<file path="src/rtl/mux_demux_pkg.sv">
// Shared definitions for the 4-way mux/demux fabric.
package mux_demux_pkg;

    localparam int unsigned SEL_W     = 2;
    localparam int unsigned NUM_SLOTS = 4;

    typedef enum logic {
        COLLECT = 1'b0,
        HOLD    = 1'b1
    } collect_state_t;

endpackage : mux_demux_pkg

</file>
<file path="src/rtl/counter.sv">
// Free-running up counter with synchronous clear and count enable; wraps at 2**WIDTH.
module counter #(
    parameter int unsigned WIDTH = 8
) (
    input  logic             clk,
    input  logic             rst,
    input  logic             clr,
    input  logic             en,
    output logic [WIDTH-1:0] count
);

    logic [WIDTH-1:0] count_q;
    logic [WIDTH-1:0] count_d;

    always_comb begin
        count_d = count_q;
        if (clr) begin
            count_d = '0;
        end else if (en) begin
            count_d = count_q + WIDTH'(1);
        end
    end

    always_ff @(posedge clk) begin
        if (!rst) begin
            count_q <= '0;
        end else begin
            count_q <= count_d;
        end
    end

    assign count = count_q;

endmodule : counter

</file>
<file path="src/rtl/demux_collector_4.sv">
// Reassembles four select-tagged lane beats into one bundle on a valid/ready output,
// flagging out-of-order and duplicate selects as one-cycle error pulses.
module demux_collector_4 #(
    parameter int unsigned WIDTH     = 16,
    parameter int unsigned NUM_SLOTS = 4
) (
    input  logic                       clk,
    input  logic                       rst,
    input  logic                       in_valid,
    input  logic [1:0]                 in_sel,
    input  logic [WIDTH-1:0]           in_data,
    output logic                       in_ready,
    output logic                       out_valid,
    output logic [NUM_SLOTS*WIDTH-1:0] out_data,
    input  logic                       out_ready,
    output logic [NUM_SLOTS-1:0]       slot_mask,
    output logic                       err_order,
    output logic                       err_dup
);

    import mux_demux_pkg::*;

    collect_state_t       state_q, state_d;
    logic [WIDTH-1:0]     slot_q [NUM_SLOTS];
    logic [WIDTH-1:0]     slot_d [NUM_SLOTS];
    logic [NUM_SLOTS-1:0] mask_q, mask_d;
    logic                 err_order_q, err_order_d;
    logic                 err_dup_q, err_dup_d;
    logic [SEL_W-1:0]     exp_idx;
    logic                 accept;
    logic                 handoff;

    counter #(
        .WIDTH(SEL_W)
    ) u_exp_idx (
        .clk  (clk),
        .rst  (rst),
        .clr  (handoff),
        .en   (accept),
        .count(exp_idx)
    );

    always_comb begin
        in_ready  = rst && (state_q == COLLECT);
        out_valid = (state_q == HOLD);
        accept    = in_valid && in_ready;
        handoff   = out_valid && out_ready;

        state_d     = state_q;
        mask_d      = mask_q;
        slot_d      = slot_q;
        err_order_d = 1'b0;
        err_dup_d   = 1'b0;

        case (state_q)
            COLLECT: begin
                if (accept) begin
                    // Duplicates still overwrite; the mask bit is simply already set.
                    slot_d[in_sel] = in_data;
                    mask_d[in_sel] = 1'b1;
                    err_order_d    = (in_sel != exp_idx);
                    err_dup_d      = mask_q[in_sel];
                    if (&mask_d) begin
                        state_d = HOLD;
                    end
                end
            end
            HOLD: begin
                if (handoff) begin
                    mask_d  = '0;
                    state_d = COLLECT;
                end
            end
            default: begin
                state_d = COLLECT;
            end
        endcase
    end

    always_ff @(posedge clk) begin
        if (!rst) begin
            state_q     <= COLLECT;
            mask_q      <= '0;
            err_order_q <= 1'b0;
            err_dup_q   <= 1'b0;
            for (int unsigned i = 0; i < NUM_SLOTS; i++) begin
                slot_q[i] <= '0;
            end
        end else begin
            state_q     <= state_d;
            mask_q      <= mask_d;
            err_order_q <= err_order_d;
            err_dup_q   <= err_dup_d;
            for (int unsigned i = 0; i < NUM_SLOTS; i++) begin
                slot_q[i] <= slot_d[i];
            end
        end
    end

    always_comb begin
        out_data = '0;
        for (int unsigned i = 0; i < NUM_SLOTS; i++) begin
            out_data[i*WIDTH +: WIDTH] = slot_q[i];
        end
    end

    assign slot_mask = mask_q;
    assign err_order = err_order_q;
    assign err_dup   = err_dup_q;

endmodule : demux_collector_4
</file>
<file path="config.mk">
export PLATFORM = sky130hd
export DESIGN_NAME = demux_collector_4
export DESIGN_NICKNAME = d
export VERILOG_FILES = /design/src/rtl/mux_demux_pkg.sv /design/src/rtl/counter.sv /design/src/rtl/demux_collector_4.sv
export SDC_FILE = /design/constraint.sdc
export NUM_CORES = 1
export LEC_CHECK = 0
export CAP_MARGIN = 5
export CELL_PAD_IN_SITES_DETAIL_PLACEMENT = 1
export CELL_PAD_IN_SITES_GLOBAL_PLACEMENT = 1
export CORE_MARGIN = 2
export CORE_UTILIZATION = 31
export CTS_BUF_LIST = sky130_fd_sc_hd__clkbuf_8
export CTS_CLUSTER_SIZE = 40
export DETAILED_ROUTE_END_ITERATION = 12
export HOLD_SLACK_MARGIN = 0.12
export PLACE_DENSITY = 0.81
export SLEW_MARGIN = 20
export SYNTH_ARGS = -nofsm -noshare
export SYNTH_HDL_FRONTEND = slang
export SYNTH_SLANG_ARGS = --single-unit
</file>
<file path="constraint.sdc">
create_clock -name clk -period 1.4 [get_ports clk]
set_input_delay 0.14 -clock clk [delete_from_list [all_inputs] [get_ports clk]]
set_output_delay 0.14 -clock clk [all_outputs]
set_load 0.01 [all_outputs]
</file>
==> results of run 1 <==
==> layout by cell type (no fill, tap or decap), drive strengths merged, types with 3 or more instances in the layout <==
| cell type | count |
|---|---|
| nor2 | 5 |
| clkbuf | 10 |
| a21oi | 3 |
| clkdlybuf4s50 | 24 |
| dlymetal6s2s | 34 |
| a21boi | 65 |
| nor2b | 4 |
| dlygate4sd2 | 33 |
| o21a | 4 |
| dfxtp | 73 |
| buf | 28 |
| nand2 | 131 |
| o21ai | 3 |
==> path summary, 6_finish.rpt <==
kind                                    from           end  slack (ns)
worst max-delay path            out_data[56]  out_data[56]        0.05
worst min-delay path                     rst  out_data[45]        0.32
worst max register to register     out_valid  out_data[20]        0.09
worst min register to register  out_data[16]  out_data[16]        0.45
==> kinds of logic (layout without fill, tap and decap cells) <==
group,Yosys count,after routing,synth area share
AO/OA/AOI/OAI,78,78,0.206
XOR/XNOR,2,2,0.00596
buffers and inverters,23,136,0.0490
flip-flops,73,73,0.497
multiplexers,1,1,0.00767
AND/OR/NAND/NOR,153,153,0.234
==> state kept, by name, indices dropped and copies added, names as in the netlist <==
signal / cells
err_dup: 1
err_order: 1
out_valid: 1
out_data: 64
slot_mask: 4
u_exp_idx.count: 2
==> routing by layer <==
metal / GRT usage / up-vias / wire length [µm]
li1: - / 1295 / -
met1: 0.225 / 1297 / 3990
met2: 0.330 / 52 / 4610
met3: 0.0469 / 9 / 326
met4: 0.0437 / 0 / 79
met5: 0 / - / 0
==> worst reg2reg max path, delay by kind of cell (launching register included) <==
kind                   cells  cell delay (ns)
and+or+nand+nor            3             0.63
buffers and inverters      1             0.18
AOI/OAI and AO/OA          1             0.06
DFF                        1             0.34
==> what timing repair did <==
| item | CTS | global route |
|---|---|---|
| hold buffers | 0 | 0 |
| setup endpoints to repair | 34 | 47 |
| resized for setup | 35 | 38 |
| buffers inserted | 0 | 0 |
| pin swaps | 0 | 0 |
==> cell type report <==
class	instances	area share
clock buffers	9	0.0284
clock inverters	7	0.0215
multi-input cells	234	0.307
flip-flops and latches	73	0.336
well taps	111	0.0319
repair buffers	120	0.275
==> stage by stage <==
stage	instance area, µm²	hold slack [ns]	setup slack [ns]	power [mW]
finish	4360	0.316	0.0475	4.41
global route	4360	0.316	0.000959	4.58
CTS	4260	0.310	0.00144	4.46
detailed placement	4090	0.450	-0.318	2.66
global placement	4090	0.441	-0.277	2.65
floorplan	2940	0.275	-0.0586	2.40
==> power by group through the flow <==
stage / combinational, mW / sequential, mW / clock (mW)
after global placement: 0.443 / 2.20 / 0
after floorplan: 0.178 / 2.22 / 0
after CTS: 0.441 / 2.16 / 1.86
after detailed placement: 0.454 / 2.21 / 0
final: 0.430 / 2.16 / 1.82
after global routing: 0.469 / 2.16 / 1.95
==> results by group, run 1 <==
Setup path
  – Crit-path cells: clkdlybuf4s50_1
  – Largest delay share family, worst path: buffers and inverters
  – Worst Path Max Fanout: 2
  – Crit path required time: 1.26 ns
  – WS Path Type: reg -> out
  – Endpoint type of the worst setup path: primary output
  – Levels on crit path: 1
  – Largest stage delay, worst path: 0.55 ns
  – CP max stage cell: clkdlybuf4s50_1
  – CP bufs+invs: 1
  – Critical path arrival: 1.21 ns
  – CP Launch Type: flip-flop
  – R2R depth: 5

Global routing
  – Global-route usage over all layers: 0.185
  – Largest net degree at the start of global routing: 49
  – Global route total overflow: 0
  – Vias in the first global route: around 2800
  – Initial antenna violation count: 0
  – First-pass GRT wire length: 14700 µm

Floorplan
  – Die area: 0.0103 mm²
  – Starting density of the core: 0.319
  – Die W: just over 100 µm
  – Die Span Y: 101 µm
  – FP Rows: 35
  – Core Area: ~0.0092 mm²
  – # IOs: 94

Synth
  – Leading area contributor after synthesis: dfxtp_1
  – Syn Nets: 352
  – Ys async rst share: 0
  – Cells after Synth: 330
  – Yosys warns: 0
  – Top cells by area, synth: dfxtp_1 50%, nand2_1 15%, a21boi_1 13%
  – Synth Flop Type: dfxtp_1
  – Most common library cells after synthesis: 120 x nand2_1, 73 x dfxtp_1, 49 x a21boi_1
  – Sequential share of the synthesized area: 0.497
  – Synthesized area per cell: 8.90 µm²
  – Top cell type's share of synthesized area: 0.497
  – Yosys reg bits: 73
  – Synthesized area: 0.00294 mm²
  – Yosys cell types: 34
  – Most common cell in the netlist: nand2_1
  – Number of flops mapped to enable cells by yosys: 0

Layout
  – Diode count: 0
  – Nets: between 400 and 500
  – Register area: 0.00146 mm²
  – Share of layout cells above drive strength 1: 0.167
  – Finished Core Util: 0.474
  – Fillers: ~1100
  – Area grow syn2layout: 48.3%
  – Area of the multi-input gates: 0.00134 mm²
  – Non-Filler Instances: 554

Pwr
  – Logic pwr share: 0.098
  – Worst vdd ir: 0.477 mV
  – Psw: 1.06 mW
  – Switch share: 0.241
  – Pint: 3.35 mW
  – Leakage: 2.27 nW
  – Pwr per Cell Area: about 1000 mW/mm²
  – Flop pwr share: 0.489
  – Clk pwr share: 0.414

Clock tree
  – Clock sink count: 73
  – Max clock buf depth: 2
  – Root buf cell: clkbuf_8
  – H-tree levels: 3
  – Clk_lat worst skew: 0.35 ns
  – CTS Buf Count: 9
  – CTS tree: built
  – Reg clk slew, reported paths: 0.08 ns

Worst hold path
  – Hold Path Depth: 3
  – HP Class: in -> reg

Timing
  – Final setup violation count: 0
  – RSZ-0062 raised after global routing: no
  – F_max: around 740 MHz
  – Final setup TNS: 0 ns
  – Count of final hold-check violations: 0
  – Slew Viols, Final: 0
  – Final min period: approximately 1.4 ns
  – Clock skew: just over 0.007 ns
  – Headroom to the max-slew limit: 0.737
  – Tcrit/Tclk final: 0.966
  – Slew at the pin closest to its max-slew limit: 0.394 ns

Route
  – DR vias: between 2000 and 3000
  – Via-per-instance ratio: 4.79
  – Number of iterations in the first detailed-routing pass: 4
  – WL per Instance: between 15 and 20 µm
  – Final WL: about 9000 µm
  – Iter 0 DRT Violations: 92
  – Routed Antenna Nets: 0
  – Drt drc: 0

Place
  – Placed Instances: 538
  – HPWL Detailed: ~6600 µm
  – Final GP Congestion: 0.719
  – # port buffers: 93

Job
  – Max-Cap Viols: 0

Outcome
  – Status: finished, final reports clean
Note: power is estimated with default switching activity, not from simulation.
==> run 2, diff against run 1 <==
Settings changed: CELL_PAD_IN_SITES_DETAIL_PLACEMENT 1 to 0, RECOVER_POWER from default to 100.
==> results by group, run 2 (synthesis results as in run 1) <==
Timing
  – Final setup violation count: 0 (unchanged)
  – Slew Viols, Final: 0 (unchanged)
  – Count of final hold-check violations: 0 (unchanged)
  – Clock skew: 0.0100 ns (was 0.00705 ns)
  – Final min period: 1.36 ns (was 1.35 ns)
  – Final setup TNS: 0 ns (unchanged)
  – Tcrit/Tclk final: 0.972 (was 0.966)
  – Headroom to the max-slew limit: 0.731 (was 0.737)
  – RSZ-0062 raised after global routing: no (unchanged)
  – F_max: 735 MHz (was 739 MHz)
  – Slew at the pin closest to its max-slew limit: 0.403 ns (was 0.394 ns)

Place
  – Placed Instances: 538 (unchanged)
  – HPWL Detailed: 5980 µm (was 6630 µm)
  – # port buffers: 93 (unchanged)
  – Final GP Congestion: 0.719 (unchanged)

Global routing
  – Initial antenna violation count: 0 (unchanged)
  – First-pass GRT wire length: 12800 µm (was 14700 µm)
  – Global-route usage over all layers: 0.162 (was 0.185)
  – Vias in the first global route: 2479 (was 2776)
  – Global route total overflow: 0 (unchanged)
  – Largest net degree at the start of global routing: 49 (unchanged)

Job
  – Max-Cap Viols: 0 (unchanged)

Route
  – Routed Antenna Nets: 0 (unchanged)
  – Number of iterations in the first detailed-routing pass: 4 (unchanged)
  – DR vias: 2601 (was 2653)
  – WL per Instance: 15.0 µm (was 16.3 µm)
  – Via-per-instance ratio: 4.69 (was 4.79)
  – Iter 0 DRT Violations: 107 (was 92)
  – Final WL: 8290 µm (was 9010 µm)
  – Drt drc: 0 (unchanged)

Clock tree
  – CTS Buf Count: 9 (unchanged)
  – Clk_lat worst skew: 0.34 ns (was 0.35 ns)
  – CTS tree: built (unchanged)
  – Reg clk slew, reported paths: 0.08 ns (about the same)
  – Post-CTS setup buffer count: 0 (unchanged)
  – H-tree levels: 3 (unchanged)
  – Root buf cell: clkbuf_8 (unchanged)
  – Clock sink count: 73 (unchanged)
  – Max clock buf depth: 2 (unchanged)
  – # hold bufs at CTS: 0 (unchanged)

Setup path
  – Endpoint type of the worst setup path: primary output (unchanged)
  – Crit-path cells: clkdlybuf4s50_1 (unchanged)
  – Largest delay share family, worst path: buffers and inverters (unchanged)
  – CP max stage cell: clkdlybuf4s50_1 (unchanged)
  – CP Launch Type: flip-flop (unchanged)
  – Worst Path Max Fanout: 2 (unchanged)
  – CP bufs+invs: 1 (unchanged)
  – WS Path Type: reg -> out (unchanged)
  – Crit path required time: 1.26 ns (about the same)
  – Largest stage delay, worst path: 0.54 ns (was 0.55 ns)
  – Critical path arrival: 1.22 ns (was 1.21 ns)

Layout
  – Most frequent cells in the layout: 122 x nand2_1, 72 x dfxtp_1, 35 x a21boi_0, 35 x clkdlybuf4s50_1, 27 x clkdlybuf4s25_1 (was 120 x nand2_1, 71 x dfxtp_1, 49 x a21boi_1)
  – Commonest non-fill, non-tap cell in the layout: nand2_1 (unchanged)
  – Diode count: 0 (unchanged)
  – Max reg flops: 64 (unchanged)
  – Nets: 460 (unchanged)
  – Non-Filler Instances: 554 (unchanged)
  – Share of layout cells above drive strength 1: 0.144 (was 0.167)
  – Area grow syn2layout: 43.7% (was 48.3%)

Outcome
  – Status: finished, final reports clean (unchanged)

Floorplan
  – FP Rows: 35 (unchanged)
  – Die Span Y: 101 µm (unchanged)
  – Core Area: 0.00920 mm² (unchanged)
  – Die W: 101 µm (unchanged)
  – Starting density of the core: 0.319 (unchanged)
  – # IOs: 94 (unchanged)
  – Die area: 0.0103 mm² (unchanged)

Pwr
  – Total Power: 4.31 mW (was 4.41 mW)
  – Pwr per Cell Area: 1020 mW/mm² (was 1010 mW/mm²)
  – Leakage: 1.57 nW (was 2.27 nW)
  – Worst vdd ir: 0.454 mV (was 0.477 mV)

Worst hold path
  – HP Class: in -> reg (unchanged)
## run 2: cell count changes in the layout (fill, tap and decap cells not counted), moves of 3 or more
cell / delta
a21boi_0: +28
buf_4: -3
clkdlybuf4s50_1: +11
a21boi_2: -4
dlygate4sd2_1: -8
a21boi_1: -24
clkdlybuf4s25_1: +27
dlymetal6s2s_1: -33
clkbuf_1: +5
## run 2: cell type report
class / instances / area (µm²)
Tap cell: 111 / 139
Multi-Input combinational cell: 234 / 1310
Sequential cell: 73 / 1460
Fill cell: 941 / 4970
Clock inverter: 5 / 62.6
Timing Repair Buffer: 120 / 1090
Clock buffer: 11 / 151
## run 2: per-stage QoR
step                hold slack (ns)  area [µm²]  setup WS, ns   util
floorplan                     0.275        2940       -0.0586      -
global placement              0.441        4090        -0.277  0.444
CTS                           0.301        4270     0.0000165  0.464
detailed placement            0.447        4090        -0.278  0.444
global route                  0.315        4220       0.00124  0.459
finish                        0.315        4220        0.0394  0.459
## run 2: routing by layer
| layer | up-vias | share of wire | global-route usage |
|---|---|---|---|
| met5 | - | 0 | 0 |
| met4 | 0 | 0.0069 | 0.0312 |
| met3 | 5 | 0.053 | 0.0455 |
| met2 | 69 | 0.49 | 0.277 |
| met1 | 1236 | 0.45 | 0.205 |
| li1 | 1291 | - | - |
## run 2: what timing repair did
item / in CTS / in global routing
resized for setup: 28 / 38
pin swaps: 0 / 0
endpoints found under the setup margin: 26 / 37
## run 2: report_power, final
group          internal (mW)  switching, mW
logic                  0.213          0.205
clock network          0.930          0.807
registers               2.12         0.0323
total                   3.27           1.04
## run 2: path summary, 6_finish.rpt
| kind | start | endpoint | slack (ns) | cells past startpoint |
|---|---|---|---|---|
| max | out_data[42] | out_data[42] | 0.04 | 1 |
| min | rst | out_data[41] | 0.31 | 3 |
| max reg2reg | out_valid | out_data[13] | 0.08 | 3 |
| min reg2reg | out_data[16] | out_data[16] | 0.46 | 2 |
